<file path="config.mk">
export PLATFORM = sky130hd
export DESIGN_NAME = pc_fetch_unit_flat
export DESIGN_NICKNAME = d
export VERILOG_FILES = /design/src/rtl/pc_fetch_unit_if.sv /design/src/rtl/pc_fetch_unit.sv /design/src/flat_wrapper.sv
export SDC_FILE = /design/constraint.sdc
export NUM_CORES = 1
export LEC_CHECK = 0
export CAP_MARGIN = 30
export CORE_ASPECT_RATIO = 0.6
export CORE_MARGIN = 5
export CORE_UTILIZATION = 43
export DETAILED_ROUTE_END_ITERATION = 16
export PLACE_DENSITY_LB_ADDON = 0.3
export SYNTH_ARGS = -nofsm -noshare
export SYNTH_HDL_FRONTEND = slang
export SYNTH_SLANG_ARGS = --single-unit
</file>
<file path="constraint.sdc">
create_clock -name clk -period 5.4 [get_ports clk]
set_input_delay 1.08 -clock clk [delete_from_list [all_inputs] [get_ports clk]]
set_output_delay 1.08 -clock clk [all_outputs]
set_load 0.03 [all_outputs]
</file>
<file path="src/rtl/pc_fetch_unit_if.sv">
// Instruction-memory bus between the fetch unit and the instruction memory.
//   i_inst_addr  : fetch address, driven by the fetch unit (master)
//   i_inst_rdata : instruction word, returned combinationally by the memory (slave)
interface pc_fetch_unit_if;
  logic [31:0] i_inst_addr;
  logic [31:0] i_inst_rdata;

  modport master (
    output i_inst_addr,
    input  i_inst_rdata
  );

  modport slave (
    input  i_inst_addr,
    output i_inst_rdata
  );
endinterface

</file>
<file path="src/rtl/pc_fetch_unit.sv">
// Fetch stage: holds the PC, selects the next PC, and presents the fetched
// instruction with its address-error status to the IF/ID register.
// Ports:
//   clk, reset          : clock and synchronous active-high reset
//   En_F                : stall enable (0 holds the stage)
//   Req                 : exception/interrupt request, redirects to HANDLER_PC
//   eret_D, EPC         : D-stage eret and its return address
//   Branch_D, Taken_D,
//   Target_D            : D-stage branch/jump, taken flag and target
//   imem                : instruction-memory bus (address out, read data in)
//   PC_F                : current fetch PC
//   Instruction_F       : instruction toward IF/ID (0 when squashed or faulting)
//   Error_F, ExcCode_F  : fetch address error and its code (AdEL = 4)
//   BDIn_F              : F instruction sits in a branch delay slot
//   fetch_cnt           : number of fetch cycles accepted into IF/ID
module pc_fetch_unit #(
  parameter logic [31:0] RESET_PC   = 32'h0000_3000,
  parameter logic [31:0] HANDLER_PC = 32'h0000_4180,
  parameter logic [31:0] IM_LO      = 32'h0000_3000,
  parameter logic [31:0] IM_HI      = 32'h0000_6FFF
) (
  input  logic              clk,
  input  logic              reset,
  input  logic              En_F,
  input  logic              Req,
  input  logic              eret_D,
  input  logic [31:0]       EPC,
  input  logic              Branch_D,
  input  logic              Taken_D,
  input  logic [31:0]       Target_D,
  pc_fetch_unit_if.master   imem,
  output logic [31:0]       PC_F,
  output logic [31:0]       Instruction_F,
  output logic              Error_F,
  output logic [4:0]        ExcCode_F,
  output logic              BDIn_F,
  output logic [31:0]       fetch_cnt
);

  localparam logic [4:0] EXC_ADEL = 5'd4;

  logic [31:0] pc_reg;
  logic [31:0] pc_next;
  logic [31:0] cnt_reg;
  logic [31:0] cnt_next;
  logic        addr_fault;
  logic        eret_squash;

  // Next-PC selection. Req wins even over a stall so an exception is never
  // lost while the pipeline is frozen.
  always_comb begin
    pc_next = pc_reg;
    if (Req) begin
      pc_next = HANDLER_PC;
    end else if (En_F) begin
      if (eret_D) begin
        pc_next = EPC;
      end else if (Branch_D && Taken_D) begin
        pc_next = Target_D;
      end else begin
        pc_next = pc_reg + 32'd4;
      end
    end
  end

  // A fetch is accepted into IF/ID only when the stage advances normally;
  // an exception flush does not count.
  always_comb begin
    cnt_next = cnt_reg;
    if (En_F && !Req) begin
      cnt_next = cnt_reg + 32'd1;
    end
  end

  always_ff @(posedge clk) begin
    if (reset) begin
      pc_reg  <= RESET_PC;
      cnt_reg <= 32'd0;
    end else begin
      pc_reg  <= pc_next;
      cnt_reg <= cnt_next;
    end
  end

  // Misaligned or outside the instruction-memory window.
  assign addr_fault = (pc_reg[1:0] != 2'b00) || (pc_reg < IM_LO) || (pc_reg > IM_HI);

  // eret has no delay slot: whatever is in F behind it is discarded, including
  // any address error it would have raised.
  assign eret_squash = eret_D && En_F;

  assign imem.i_inst_addr = pc_reg;
  assign PC_F             = pc_reg;
  assign fetch_cnt        = cnt_reg;
  assign BDIn_F           = Branch_D;
  assign Error_F          = addr_fault && !eret_squash;
  assign ExcCode_F        = (addr_fault && !eret_squash) ? EXC_ADEL : 5'd0;
  assign Instruction_F    = (addr_fault || eret_squash) ? 32'd0 : imem.i_inst_rdata;

endmodule

</file>
<file path="src/flat_wrapper.sv">
// flat-port wrapper written by rule: the top's interface ports become plain ports
module pc_fetch_unit_flat 
#(
  parameter logic [31:0] RESET_PC   = 32'h0000_3000,
  parameter logic [31:0] HANDLER_PC = 32'h0000_4180,
  parameter logic [31:0] IM_LO      = 32'h0000_3000,
  parameter logic [31:0] IM_HI      = 32'h0000_6FFF
)
  (clk, reset, En_F, Req, eret_D, EPC, Branch_D, Taken_D, Target_D, PC_F, Instruction_F, Error_F, ExcCode_F, BDIn_F, fetch_cnt, imem_i_inst_addr, imem_i_inst_rdata);
  pc_fetch_unit_if imem_i ();
  input  logic clk;
  input  logic reset;
  input  logic En_F;
  input  logic Req;
  input  logic eret_D;
  input  logic [31:0] EPC;
  input  logic Branch_D;
  input  logic Taken_D;
  input  logic [31:0] Target_D;
  output logic [31:0] PC_F;
  output logic [31:0] Instruction_F;
  output logic Error_F;
  output logic [4:0] ExcCode_F;
  output logic BDIn_F;
  output logic [31:0] fetch_cnt;
  output wire logic [$bits(imem_i.i_inst_addr)-1:0] imem_i_inst_addr;
  input wire logic [$bits(imem_i.i_inst_rdata)-1:0] imem_i_inst_rdata;
  assign imem_i_inst_addr = imem_i.i_inst_addr;
  assign imem_i.i_inst_rdata = imem_i_inst_rdata;
  pc_fetch_unit #(.RESET_PC(RESET_PC), .HANDLER_PC(HANDLER_PC), .IM_LO(IM_LO), .IM_HI(IM_HI)) u_core (.clk(clk), .reset(reset), .En_F(En_F), .Req(Req), .eret_D(eret_D), .EPC(EPC), .Branch_D(Branch_D), .Taken_D(Taken_D), .Target_D(Target_D), .imem(imem_i), .PC_F(PC_F), .Instruction_F(Instruction_F), .Error_F(Error_F), .ExcCode_F(ExcCode_F), .BDIn_F(BDIn_F), .fetch_cnt(fetch_cnt));
endmodule
</file>
==> impl_summary.log <==
[metrics] num rows: 28
[metrics] Worst Hold Slack: 0.507 ns
[metrics] initial standard-cell utilization of the core: 44.9%
[metrics] drt first-iter violations: between 400 and 500
[metrics] worst hold path depth: 2
[metrics] number of endpoints failing setup at the final stage: 0
[metrics] setup repair after global routing missed its margin: no
[metrics] mean instance size in the synthesized netlist: between 7 and 8 µm²
[metrics] met3 track demand over resource in global routing: 9.73%
[metrics] HP Start: u_core.fetch_cnt[1]
[metrics] vias in the first global route: roughly 5,200
[metrics] count of flip-flops with a built-in enable after synthesis: 0
[metrics] relative area change from synthesis to final layout: 53.7%
[metrics] antenna violations before repair: 0
[metrics] Initial DRT Pass Iterations: 5
[metrics] worst max-slew margin expressed relative to the limit: between 30% and 40%
[metrics] largest net degree at the start of global routing: 75
[metrics] routed length per placed instance: ~19 µm
[metrics] Tmin final: 4.35 ns
[metrics] class of the worst hold path: flip-flop to flip-flop
[metrics] met2 usage: around 43%
[metrics] element type at the critical path end: output port
[metrics] critical path peak fanout: 32
[metrics] R2R Setup Slk: between 2 and 3 ns
[metrics] CTS H-tree depth: 3
[metrics] total wire length after detailed routing: around 18 mm
[metrics] Hold Crit Endpoint: u_core.fetch_cnt[1]
[metrics] Resize count post-CTS: 0
[metrics] fraction of final layout cells sized beyond drive strength 1: 4.79%
[metrics] aggregate global-route resource usage: approximately 27%
[metrics] data required time at the worst endpoint: 4.32 ns
[metrics] insertion delay to the later sink of the worst-skew pair: 0.34 ns
[metrics] sequential area share after synthesis: around 28%
[metrics] setup fix buffers added after clock tree synthesis: 0
[metrics] Max Clock Skew: 0.00699 ns
[metrics] root buffer cell: sky130_fd_sc_hd__clkbuf_16
[metrics] number of maximum-capacitance constraint violations: 0
[metrics] final weighted congestion of routability-driven global placement: roughly 0.94
[metrics] path depth of the worst reg2reg path: 6
[metrics] area occupied by multi-input gates: 2780 µm²
[metrics] Std-Cell Core Area: about 10,000 µm²
[metrics] met1 global-route usage: about a third
[metrics] main flop type after synthesis: sky130_fd_sc_hd__dfxtp_1
[metrics] horizontal die dimension: between 100 and 150 µm
[metrics] power density normalized to cell area: around 200 nW/µm²
[metrics] Syn Std Cell Area: 4500 µm²
[metrics] most congested layer reported by global routing: met2
[metrics] post-DR vias/cell: between 5 and 6
[metrics] number of nets still failing antenna checks after routing: 0
[metrics] TritonCTS clock tree: yes
[metrics] via count: about 5,300
[metrics] max-slew violation count: 0
[metrics] final worst path period share: between 80% and 90%
[metrics] number of CTS-inserted buffers: 9
[metrics] Achievable Freq: between 200 and 250 MHz
[metrics] Filler Cell Count: roughly 800
[metrics] count of unique library cells instantiated by Yosys: 55
[metrics] half-perimeter wire length after detailed placement: 13.2 mm
[metrics] global route overflow: 0
[metrics] area of the die: ~13,000 µm²
[metrics] CP Data Arrival Time: roughly 3.3 ns
[metrics] critical setup path kind: flip-flop to output port
[metrics] worst vdd ir: roughly 0.00017 V
[metrics] IO Pins: around 240
[metrics] status: complete, no violations
[metrics] NumNets Final: just under 900
[metrics] final hold violation count: 0
[metrics] Synth Warn #: 0
[metrics] leakage power summed over all cells: between 2 and 2.5 nW
[metrics] setup TNS: 0 ns
[metrics] critical register-to-register path startpoint: u_core.PC_F[2]
[metrics] slew at the pin closest to its max-slew limit: about 1.0 ns
[metrics] # port buffers: between 200 and 250
[metrics] number of DRC violations after detailed routing: 0
[metrics] sink count of the clock tree: between 60 and 70
[metrics] maximum buffer depth of the clock tree: 2
[metrics] synthesis-stage register bit count: 64
[metrics] first-pass GRT wire length: 27.3 mm
[metrics] Die Ht: between 80 and 90 µm
[metrics] CTS hold repair buffers: 0
[metrics] Post-Syn Instances: 608
[metrics] Worst R2R End: u_core.PC_F[30]
[metrics] nature of the critical path startpoint: flip-flop
[metrics] ys async rst share: 0%
[metrics] Register Area: 1280 µm²
[metrics] number of diodes added for antenna fixing: 0
[metrics] clock transition at the register clock pins on the worst setup and hold paths after CTS: around 0.060 ns
## per-stage QoR
| step | worst slack, ns | power (mW) | util, % | instance area [µm²] | cells |
|---|---|---|---|---|---|
| after global placement | 1.56 | 0.874 | 66.0 | 6610 | 910 |
| final | 1.05 | 1.41 | 69.0 | 6910 | 929 |
| after CTS | 1.06 | 1.41 | 68.9 | 6900 | 928 |
| after floorplan | 1.85 | 0.713 | - | 4510 | 611 |
| after global routing | 0.810 | 1.46 | 69.0 | 6910 | 929 |
| after detailed placement | 1.36 | 0.879 | 66.1 | 6630 | 912 |
## cells in the final DEF (no fill, tap or decap), types with 4 or more instances in the layout
cell and n:
sky130_fd_sc_hd__nor3_1 21, sky130_fd_sc_hd__inv_1 6, sky130_fd_sc_hd__mux2i_1 4, sky130_fd_sc_hd__and4_1 7
sky130_fd_sc_hd__or3_1 8, sky130_fd_sc_hd__o211ai_1 10, sky130_fd_sc_hd__clkbuf_16 9, sky130_fd_sc_hd__clkinv_2 4
sky130_fd_sc_hd__nand2b_1 11, sky130_fd_sc_hd__a211oi_1 6, sky130_fd_sc_hd__o21ai_0 35, sky130_fd_sc_hd__xor2_1 12
sky130_fd_sc_hd__conb_1 4, sky130_fd_sc_hd__or4_1 4, sky130_fd_sc_hd__o31ai_1 5, sky130_fd_sc_hd__nor2_1 51
sky130_fd_sc_hd__o311ai_0 4, sky130_fd_sc_hd__nand2_1 52, sky130_fd_sc_hd__xnor2_1 21, sky130_fd_sc_hd__buf_4 5
sky130_fd_sc_hd__and2_1 32, sky130_fd_sc_hd__dfxtp_1 64, sky130_fd_sc_hd__nor4_1 22, sky130_fd_sc_hd__nand4_1 17
sky130_fd_sc_hd__a21oi_1 41, sky130_fd_sc_hd__a31oi_1 10, sky130_fd_sc_hd__and3_1 5, sky130_fd_sc_hd__nor2b_1 11
sky130_fd_sc_hd__nand3_1 31, sky130_fd_sc_hd__clkdlybuf4s50_1 231
## where the power goes
group / total [mW] / leakage, nW / switching, mW / internal (mW)
clock: 0.533 / 0.134 / 0.214 / 0.319
sequential: 0.509 / 0.520 / 0.0249 / 0.485
combinational: 0.365 / 1.69 / 0.193 / 0.172
total: 1.41 / 2.34 / 0.432 / 0.976
## synthesized netlist by cell type, types with 2 or more instances
cell	count	area, µm²
sky130_fd_sc_hd__o211a_1	3	30.0
sky130_fd_sc_hd__inv_1	6	22.5
sky130_fd_sc_hd__ha_1	2	25.0
sky130_fd_sc_hd__o211ai_1	10	75.1
sky130_fd_sc_hd__and4_1	7	61.3
sky130_fd_sc_hd__xnor2_1	21	184
sky130_fd_sc_hd__dfxtp_1	64	1280
sky130_fd_sc_hd__nand4_1	17	106
sky130_fd_sc_hd__a311oi_1	3	26.3
sky130_fd_sc_hd__buf_4	38	285
sky130_fd_sc_hd__a21o_1	3	22.5
sky130_fd_sc_hd__clkbuf_1	28	105
sky130_fd_sc_hd__o311ai_0	4	35.0
sky130_fd_sc_hd__nor4_1	22	138
sky130_fd_sc_hd__and2_1	32	200
sky130_fd_sc_hd__a21oi_1	41	205
sky130_fd_sc_hd__mux2i_1	4	40.0
sky130_fd_sc_hd__or4_4	2	22.5
sky130_fd_sc_hd__buf_1	4	15.0
sky130_fd_sc_hd__or3_1	8	50.1
sky130_fd_sc_hd__o31ai_1	5	37.5
sky130_fd_sc_hd__nand3_2	2	20.0
sky130_fd_sc_hd__nor4b_1	2	17.5
sky130_fd_sc_hd__o21a_1	2	15.0
sky130_fd_sc_hd__mux2_2	3	33.8
sky130_fd_sc_hd__buf_2	3	15.0
sky130_fd_sc_hd__a221oi_1	2	17.5
sky130_fd_sc_hd__nand2_1	52	195
sky130_fd_sc_hd__and3_1	5	31.3
sky130_fd_sc_hd__nor2b_1	11	68.8
sky130_fd_sc_hd__nand3_1	31	155
sky130_fd_sc_hd__a21boi_0	3	22.5
sky130_fd_sc_hd__xor2_1	12	105
sky130_fd_sc_hd__o21ai_0	35	175
sky130_fd_sc_hd__o22ai_1	3	18.8
sky130_fd_sc_hd__a211oi_1	6	45.0
sky130_fd_sc_hd__a31oi_1	10	62.6
sky130_fd_sc_hd__o31a_1	2	17.5
sky130_fd_sc_hd__or4_1	4	30.0
sky130_fd_sc_hd__nand2b_1	11	68.8
sky130_fd_sc_hd__nor2_1	51	191
sky130_fd_sc_hd__nor3_1	21	105
## how the worst max path moves through the flow
| stage | from | slack [ns] | endpoint | depth (start not counted) |
|---|---|---|---|---|
| 2_1_floorplan | En_F | 1.85 | ExcCode_F[2] | 5 |
| 3_3_place_gp | En_F | 1.56 | Instruction_F[10] | 4 |
| 3_5_place_dp | En_F | 1.36 | Instruction_F[29] | 4 |
| 4_1_cts | u_core.PC_F[20] | 1.06 | Instruction_F[29] | 6 |
| 5_1_grt | u_core.PC_F[20] | 0.81 | Instruction_F[29] | 6 |
| 6_report | u_core.PC_F[20] | 1.05 | Instruction_F[29] | 6 |
## critical path, cell delays in order, from the launching register on
cell,delay (ns)
sky130_fd_sc_hd__dfxtp_1,0.39
sky130_fd_sc_hd__nor4_1,0.33
sky130_fd_sc_hd__nand3_1,0.12
sky130_fd_sc_hd__nor3_1,0.29
sky130_fd_sc_hd__a21boi_2,0.83
sky130_fd_sc_hd__and2_1,0.24
sky130_fd_sc_hd__clkdlybuf4s50_1,0.71
## cells by family after synthesis
group	after synthesis	share of synthesized area, %
muxes	7	1.64
adders and majority gates	2	0.556
buffers and inverters	80	10.1
DFF	64	28.5
other	1	0.0834
xor gates and xnor gates	33	6.43
and+or+nand+nor	286	34.2
AOI/OAI and AO/OA	135	18.5
## metal layers
layer,vias to the layer above,wire length [µm]
met2,323,7890
met3,28,2100
met5,-,0
li1,2511,-
met1,2422,7180
met4,0,364
## flip-flops by register name, indices dropped and copies added, names as in the netlist, named ones only
signal	cells
u_core.PC_F	30
u_core.fetch_cnt	32
## final cells by class
type / count / share of cell area [%]
well taps: 135 / 2.44
repair buffers: 241 / 34.5
multi-input cells: 467 / 40.2
inverters: 6 / 0.326
clock buffers: 10 / 3.46
clock inverters: 6 / 0.507
flip-flops and latches: 64 / 18.5
(Power assumes the default switching activity.)
